### src/rtl/and_share_pkg.sv
// Shared types, defaults and helpers for the shared AND-datapath arbiter.
package and_share_pkg;

  typedef enum logic [0:0] {
    StIdle,
    StHold
  } state_e;

  localparam int unsigned DefNumReq = 4;
  localparam int unsigned DefWidth  = 4;
  localparam int unsigned DefCntW   = 16;

  // Requester-ID width; a single requester still needs one ID bit.
  function automatic int unsigned id_w(int unsigned n);
    return (n <= 1) ? 1 : $clog2(n);
  endfunction

endpackage

### src/rtl/and_share_arbiter_if.sv
// Request/response bundle between the requesters, the arbiter and the consumer.
interface and_share_arbiter_if
  import and_share_pkg::*;
#(
  parameter int unsigned NUM_REQ = DefNumReq,
  parameter int unsigned WIDTH   = DefWidth,
  parameter int unsigned CNT_W   = DefCntW
);
  localparam int unsigned ID_W = id_w(NUM_REQ);

  logic [NUM_REQ-1:0]       req_valid;
  logic [NUM_REQ*WIDTH-1:0] req_a;
  logic [NUM_REQ*WIDTH-1:0] req_b;
  logic [NUM_REQ-1:0]       req_ready;
  logic                     rsp_valid;
  logic                     rsp_ready;
  logic [WIDTH-1:0]         rsp_data;
  logic [ID_W-1:0]          rsp_id;
  logic [CNT_W-1:0]         op_count;

  // Requester/consumer side.
  modport master (
    output req_valid, req_a, req_b, rsp_ready,
    input  req_ready, rsp_valid, rsp_data, rsp_id, op_count
  );

  // Arbiter side.
  modport slave (
    input  req_valid, req_a, req_b, rsp_ready,
    output req_ready, rsp_valid, rsp_data, rsp_id, op_count
  );

endinterface

### src/rtl/and_share_arbiter_and_unit.sv
// Combinational bitwise-AND datapath shared by all requesters.
module and_unit #(
  parameter int unsigned WIDTH = 4
) (
  input  logic [WIDTH-1:0] a_i,
  input  logic [WIDTH-1:0] b_i,
  output logic [WIDTH-1:0] y_o
);

  assign y_o = a_i & b_i;

endmodule

### src/rtl/and_share_arbiter.sv
// Round-robin arbiter sharing one AND unit; registered result on a valid/ready port.
module and_share_arbiter
  import and_share_pkg::*;
#(
  parameter int unsigned NUM_REQ = DefNumReq,
  parameter int unsigned WIDTH   = DefWidth,
  parameter int unsigned CNT_W   = DefCntW
) (
  input logic                clk,
  input logic                rst,
  and_share_arbiter_if.slave bus
);

  localparam int unsigned ID_W = id_w(NUM_REQ);

  state_e             state_q, state_d;
  logic [ID_W-1:0]    ptr_q, ptr_d;
  logic [WIDTH-1:0]   data_q;
  logic [ID_W-1:0]    id_q;
  logic [CNT_W-1:0]   cnt_q;

  logic [NUM_REQ-1:0] grant;
  logic [ID_W-1:0]    grant_idx;
  logic [NUM_REQ-1:0] req_ready;
  logic               can_accept;
  logic               accept;
  logic [WIDTH-1:0]   a_sel, b_sel, and_y;

  // Round-robin search starting at ptr_q; first valid requester wins.
  always_comb begin
    int unsigned idx;
    logic        found;
    idx       = 0;
    found     = 1'b0;
    grant     = '0;
    grant_idx = '0;
    for (int unsigned k = 0; k < NUM_REQ; k++) begin
      idx = 32'(ptr_q) + k;
      if (idx >= NUM_REQ) idx -= NUM_REQ;
      if (!found && bus.req_valid[idx]) begin
        found      = 1'b1;
        grant[idx] = 1'b1;
        grant_idx  = ID_W'(idx);
      end
    end
  end

  // Handshake qualification; a held, unconsumed result blocks new grants.
  always_comb begin
    can_accept = (state_q == StIdle) || bus.rsp_ready;
    req_ready  = (can_accept && !rst) ? grant : '0;
    accept     = |(bus.req_valid & req_ready);
    ptr_d      = (grant_idx == ID_W'(NUM_REQ - 1)) ? '0 : grant_idx + ID_W'(1);
  end

  assign a_sel = bus.req_a[grant_idx*WIDTH +: WIDTH];
  assign b_sel = bus.req_b[grant_idx*WIDTH +: WIDTH];

  and_unit #(
    .WIDTH (WIDTH)
  ) u_and_unit (
    .a_i (a_sel),
    .b_i (b_sel),
    .y_o (and_y)
  );

  // FSM state register.
  always_ff @(posedge clk) begin
    if (rst) state_q <= StIdle;
    else     state_q <= state_d;
  end

  // FSM next state: a new accept always (re)loads the hold slot.
  always_comb begin
    state_d = state_q;
    unique case (state_q)
      StIdle:  if (accept) state_d = StHold;
      StHold:  if (!accept && bus.rsp_ready) state_d = StIdle;
      default: state_d = StIdle;
    endcase
  end

  // FSM outputs.
  always_comb begin
    bus.rsp_valid = (state_q == StHold);
    bus.req_ready = req_ready;
  end

  // Result, pointer and counter registers; all update only on accept.
  always_ff @(posedge clk) begin
    if (rst) begin
      data_q <= '0;
      id_q   <= '0;
      ptr_q  <= '0;
      cnt_q  <= '0;
    end else if (accept) begin
      data_q <= and_y;
      id_q   <= grant_idx;
      ptr_q  <= ptr_d;
      cnt_q  <= cnt_q + CNT_W'(1);
    end
  end

  assign bus.rsp_data = data_q;
  assign bus.rsp_id   = id_q;
  assign bus.op_count = cnt_q;

endmodule

### src/flat_wrapper.sv
// flat-port wrapper written by rule: the top's interface ports become plain ports
module and_share_arbiter_flat import and_share_pkg::*;
#(
  parameter int unsigned NUM_REQ = DefNumReq,
  parameter int unsigned WIDTH   = DefWidth,
  parameter int unsigned CNT_W   = DefCntW
)
  (clk, rst, bus_req_valid, bus_req_a, bus_req_b, bus_rsp_ready, bus_req_ready, bus_rsp_valid, bus_rsp_data, bus_rsp_id, bus_op_count);
  and_share_arbiter_if #(.NUM_REQ(NUM_REQ), .WIDTH(WIDTH), .CNT_W(CNT_W)) bus_i ();
  input logic clk;
  input logic rst;
  input wire logic [$bits(bus_i.req_valid)-1:0] bus_req_valid;
  input wire logic [$bits(bus_i.req_a)-1:0] bus_req_a;
  input wire logic [$bits(bus_i.req_b)-1:0] bus_req_b;
  input wire logic [$bits(bus_i.rsp_ready)-1:0] bus_rsp_ready;
  output wire logic [$bits(bus_i.req_ready)-1:0] bus_req_ready;
  output wire logic [$bits(bus_i.rsp_valid)-1:0] bus_rsp_valid;
  output wire logic [$bits(bus_i.rsp_data)-1:0] bus_rsp_data;
  output wire logic [$bits(bus_i.rsp_id)-1:0] bus_rsp_id;
  output wire logic [$bits(bus_i.op_count)-1:0] bus_op_count;
  assign bus_i.req_valid = bus_req_valid;
  assign bus_i.req_a = bus_req_a;
  assign bus_i.req_b = bus_req_b;
  assign bus_i.rsp_ready = bus_rsp_ready;
  assign bus_req_ready = bus_i.req_ready;
  assign bus_rsp_valid = bus_i.rsp_valid;
  assign bus_rsp_data = bus_i.rsp_data;
  assign bus_rsp_id = bus_i.rsp_id;
  assign bus_op_count = bus_i.op_count;
  and_share_arbiter #(.NUM_REQ(NUM_REQ), .WIDTH(WIDTH), .CNT_W(CNT_W)) u_core (.clk(clk), .rst(rst), .bus(bus_i));
endmodule
### config.mk
export PLATFORM = sky130hd
export DESIGN_NAME = and_share_arbiter_flat
export DESIGN_NICKNAME = d
export VERILOG_FILES = /design/src/rtl/and_share_pkg.sv /design/src/rtl/and_share_arbiter_if.sv /design/src/rtl/and_share_arbiter_and_unit.sv /design/src/rtl/and_share_arbiter.sv /design/src/flat_wrapper.sv
export SDC_FILE = /design/constraint.sdc
export NUM_CORES = 1
export LEC_CHECK = 0
export CORE_MARGIN = 3
export CORE_UTILIZATION = 25
export DETAILED_ROUTE_END_ITERATION = 6
export GPL_TIMING_DRIVEN = 0
export HOLD_SLACK_MARGIN = 0.06
export PLACE_DENSITY = 0.55
export SLEW_MARGIN = 20
export SYNTH_ARGS = -nofsm -noshare
export SYNTH_HDL_FRONTEND = slang
export SYNTH_HIERARCHICAL = 1
export SYNTH_SLANG_ARGS = --single-unit
### constraint.sdc
create_clock -name clk -period 3 [get_ports clk]
set_input_delay 0.6 -clock clk [delete_from_list [all_inputs] [get_ports clk]]
set_output_delay 0.6 -clock clk [all_outputs]
set_load 0.01 [all_outputs]
==> flow_metrics.py <==
metrics = {
    "run_status": {
        "status": "finished, violations left",
        "violations": "setup timing",
    },
    "power_and_ir_drop": {
        "switchingPower_mw": 0.967,
        "ir_drop_mv": 0.350,
        "p_int_mw": 1.38,
        "p_sw_share_pct": 41.3,
        "power_frac_seq_pct": 18.5,
        "comb_power_share_pct": 72.7,
        "powerDensity_mw_per_mm2": 728,
        "total_leakage_power_nw": 1.16,
        "p_clk_share_pct": 8.8,
        "totalPowerFinal_mw": 2.34,
    },
    "logic_synthesis": {
        "ys_top_cells_by_area": "dfxtp_1, a21oi_1, nand2_1, mux2i_1, a211oi_1",
        "syn-cell-area_mm2": 0.00194,
        "synth-seq-cells": 25,
        "synth_top_area_share_pct": 25.8,
        "ys_types": 46,
        "yosysSeqAreaShare_pct": 25.8,
        "synth_edf_count": 0,
        "avgSynthCellArea_um2": 7.67,
        "synth_fp_nets": 297,
        "postSynthCellCount": 253,
        "synth-main-ff-cell": "dfxtp_1",
        "yosysTopAreaCell": "dfxtp_1",
        "yosys_warnings": 6,
        "async_flop_share_pct": 0,
    },
    "sta": {
        "layout_setup_ws_ps": -79.9,
        "tightestPinTransition_ps": 565,
        "max_freq_mhz": 325,
        "skew_ps": 3.48,
        "hold_violations": 0,
        "finalSetupViolCount": 11,
        "min_period_over_period_pct": 103,
        "slew_violations": 0,
        "slew_headroom_pct": 62.4,
        "period_needed_ps": 3080,
        "rsz0062_at_grt": "true",
    },
    "clocking": {
        "tritoncts": "yes",
        "hold_buffers": 0,
        "cts-buffers-inserted": 3,
        "clock-root-buffer": "clkbuf_8",
        "h-tree-depth": 1,
        "cts.sinks": 25,
        "clock_path_buffers": 2,
        "insertion_delay_ps": 270,
        "clk_pin_slew_worst_paths_ps": 90,
    },
    "worst_setup_path": {
        "worstPathCellList": "clkinvlp_4 > ha_4 > or3b_1 > a2111o_1 > buf_6 > a211oi_2 > or3_1 > buf_2",
        "cp-end-kind": "output port",
        "arrival_ps": 2480,
        "critPathKind": "register to output port",
        "cp_max_fo": 5,
        "cp-start-kind": "register",
        "slowest_stage": "a2111o_1",
        "required_ps": 2400,
        "max_stage_delay_ps": 450,
    },
    "route": {
        "vias_per_cell": 5.05,
        "vias": 2262,
        "drc_errors": 0,
        "wire_per_inst_um": 14.3,
        "routed_wl_um": 6410,
        "first_pass_iters": 4,
        "drt_iter0_drc": 106,
        "antenna_left": 0,
    },
    "finish": {
        "layout_common_cells": "clkdlybuf4s50_1, nand2_1, a21oi_1, dfxtp_1, buf_4",
        "regArea_um2": 508,
        "drive_gt1_share_pct": 25.2,
        "nets": 394,
        "multi_input_area_mm2": 0.00151,
        "n_fill_cell": 714,
        "fin_cells": 448,
        "layout_commonest_cell": "clkdlybuf4s50_1",
        "area_growth_pct": 66.0,
        "n_antenna_cell": 0,
    },
    "placement": {
        "pre_cts_slack_ps": -728,
        "dp_hpwl_um": 4210,
        "place_congestion": 0.790,
        "placed_cells": 417,
        "port_buffers": 65,
    },
    "floorplanning": {
        "dieHeight_um": 94.1,
        "core_area_mm2": 0.00741,
        "fp.dieArea_mm2": 0.00886,
        "ios": 66,
        "die_w_um": 94.1,
        "rows": 31,
        "start_util_pct": 26.2,
    },
    "grt": {
        "grt_max_degree": 16,
        "grt_pass1_vias": 2111,
        "antenna_found_initial": 0,
        "grt_usage_pct": 13.9,
        "grt_first_pass_wirelength_um": 10000,
        "overflow": 0,
    },
    "run": {
        "cap_violations": 0,
    },
    "hold_path": {
        "min_path_type": "register to register",
    },
}
## power by group through the flow
stage                     sequential [mW]  combinational, mW  clock (mW)
final                               0.433               1.70       0.207
after global placement              0.444               1.19           0
after CTS                           0.433               1.55       0.215
after global routing                0.439               1.86       0.232
after detailed placement            0.446               1.18           0
after floorplan                     0.455              0.803           0
## cells by family after synthesis
group,share of synthesized area [%]
adders and majority gates,3.22
and+or+nand+nor,30.7
muxes,12.2
xor gates and xnor gates,0.903
AOI/OAI and AO/OA,22.1
DFF,25.8
buffers and inverters,5.16
## state kept, by name, indices dropped and copies added (netlist names), named ones only
name / flops
u_core/ptr_q: 1
u_core/bus.rsp_valid: 1
u_core/bus.rsp_id: 2
u_core/bus.rsp_data: 4
u_core/bus.op_count: 16
## critical path, delay by kind of cell (launching register included)
kind	cells	cell delay, ps
compound gates	2	670
flops	1	370
buf+inv	3	390
fa+ha+maj	1	270
simple gates	2	500
## final timing paths
check | startpoint | endpoint | slack (ps) | cells past startpoint
max | register | bus_req_ready[3] | -80 | 8
min | u_core/bus.rsp_data[2]$_SDFFE_PP0P_ | u_core/bus.rsp_data[2]$_SDFFE_PP0P_ | 460 | 2
max reg2reg | register | u_core/bus.rsp_data[0]$_SDFFE_PP0P_ | -50 | 16
min reg2reg | u_core/bus.rsp_data[2]$_SDFFE_PP0P_ | u_core/bus.rsp_data[2]$_SDFFE_PP0P_ | 460 | 2
## per-stage QoR
step / hold slack, ps / TNS, ps / area (um^2) / util (%)
2_1_floorplan: 476 / 0 / 1960 / -
3_3_place_gp: 438 / -14070 / 2730 / 36.9
3_5_place_dp: 447 / -15370 / 2730 / 36.9
4_1_cts: 462 / -289 / 3100 / 41.8
5_1_grt: 492 / -3190 / 3220 / 43.5
6_report: 464 / -468 / 3220 / 43.5
## cell type report
cell class / instances / share of cell area (%)
multi-input combinational: 205 / 47.0
clock buffer: 3 / 1.28
tap: 99 / 3.85
timing repair buffer: 92 / 27.1
clock inverter: 1 / 0.233
inverter: 10 / 1.40
buffer: 13 / 3.42
sequential: 25 / 15.8
## Yosys cell counts (2+ instances only)
library cell,n
a21boi_0,2
nor2b_1,12
or3b_1,5
nand4_1,4
mux2_2,4
o21ai_0,8
nand3b_1,2
clkbuf_1,8
and2_1,5
ha_1,5
nand2b_1,5
mux2i_1,12
nor3_1,7
buf_2,5
mux4_2,2
nand3_1,6
inv_1,10
o31ai_1,4
and3b_1,2
o21ai_1,2
dfxtp_1,25
a211oi_1,14
nor3b_1,2
a21oi_1,27
nand2_1,33
nor2_1,13
and3_1,2
or3_1,9
## metal layers
| layer | vias to the layer above | track usage [%] | wire length (um) | part of all wire, % |
|---|---|---|---|---|
| li1 | 1110 | - | - | - |
| met1 | 1064 | 16.8 | 2810 | 44 |
| met2 | 75 | 24.5 | 3060 | 48 |
| met3 | 13 | 3.69 | 443 | 6.9 |
| met4 | 0 | 3.25 | 94 | 1.5 |
| met5 | - | 0 | 0 | 0 |
## repair_timing
item | CTS | global route
setup endpoints to repair | 29 | 29
hold endpoints to repair | 0 | 0
pin swaps | 27 | 5
gates cloned | 1 | 1
gates resized for setup | 61 | 17
buffers inserted | 21 | 5
(Power assumes the default switching activity.)
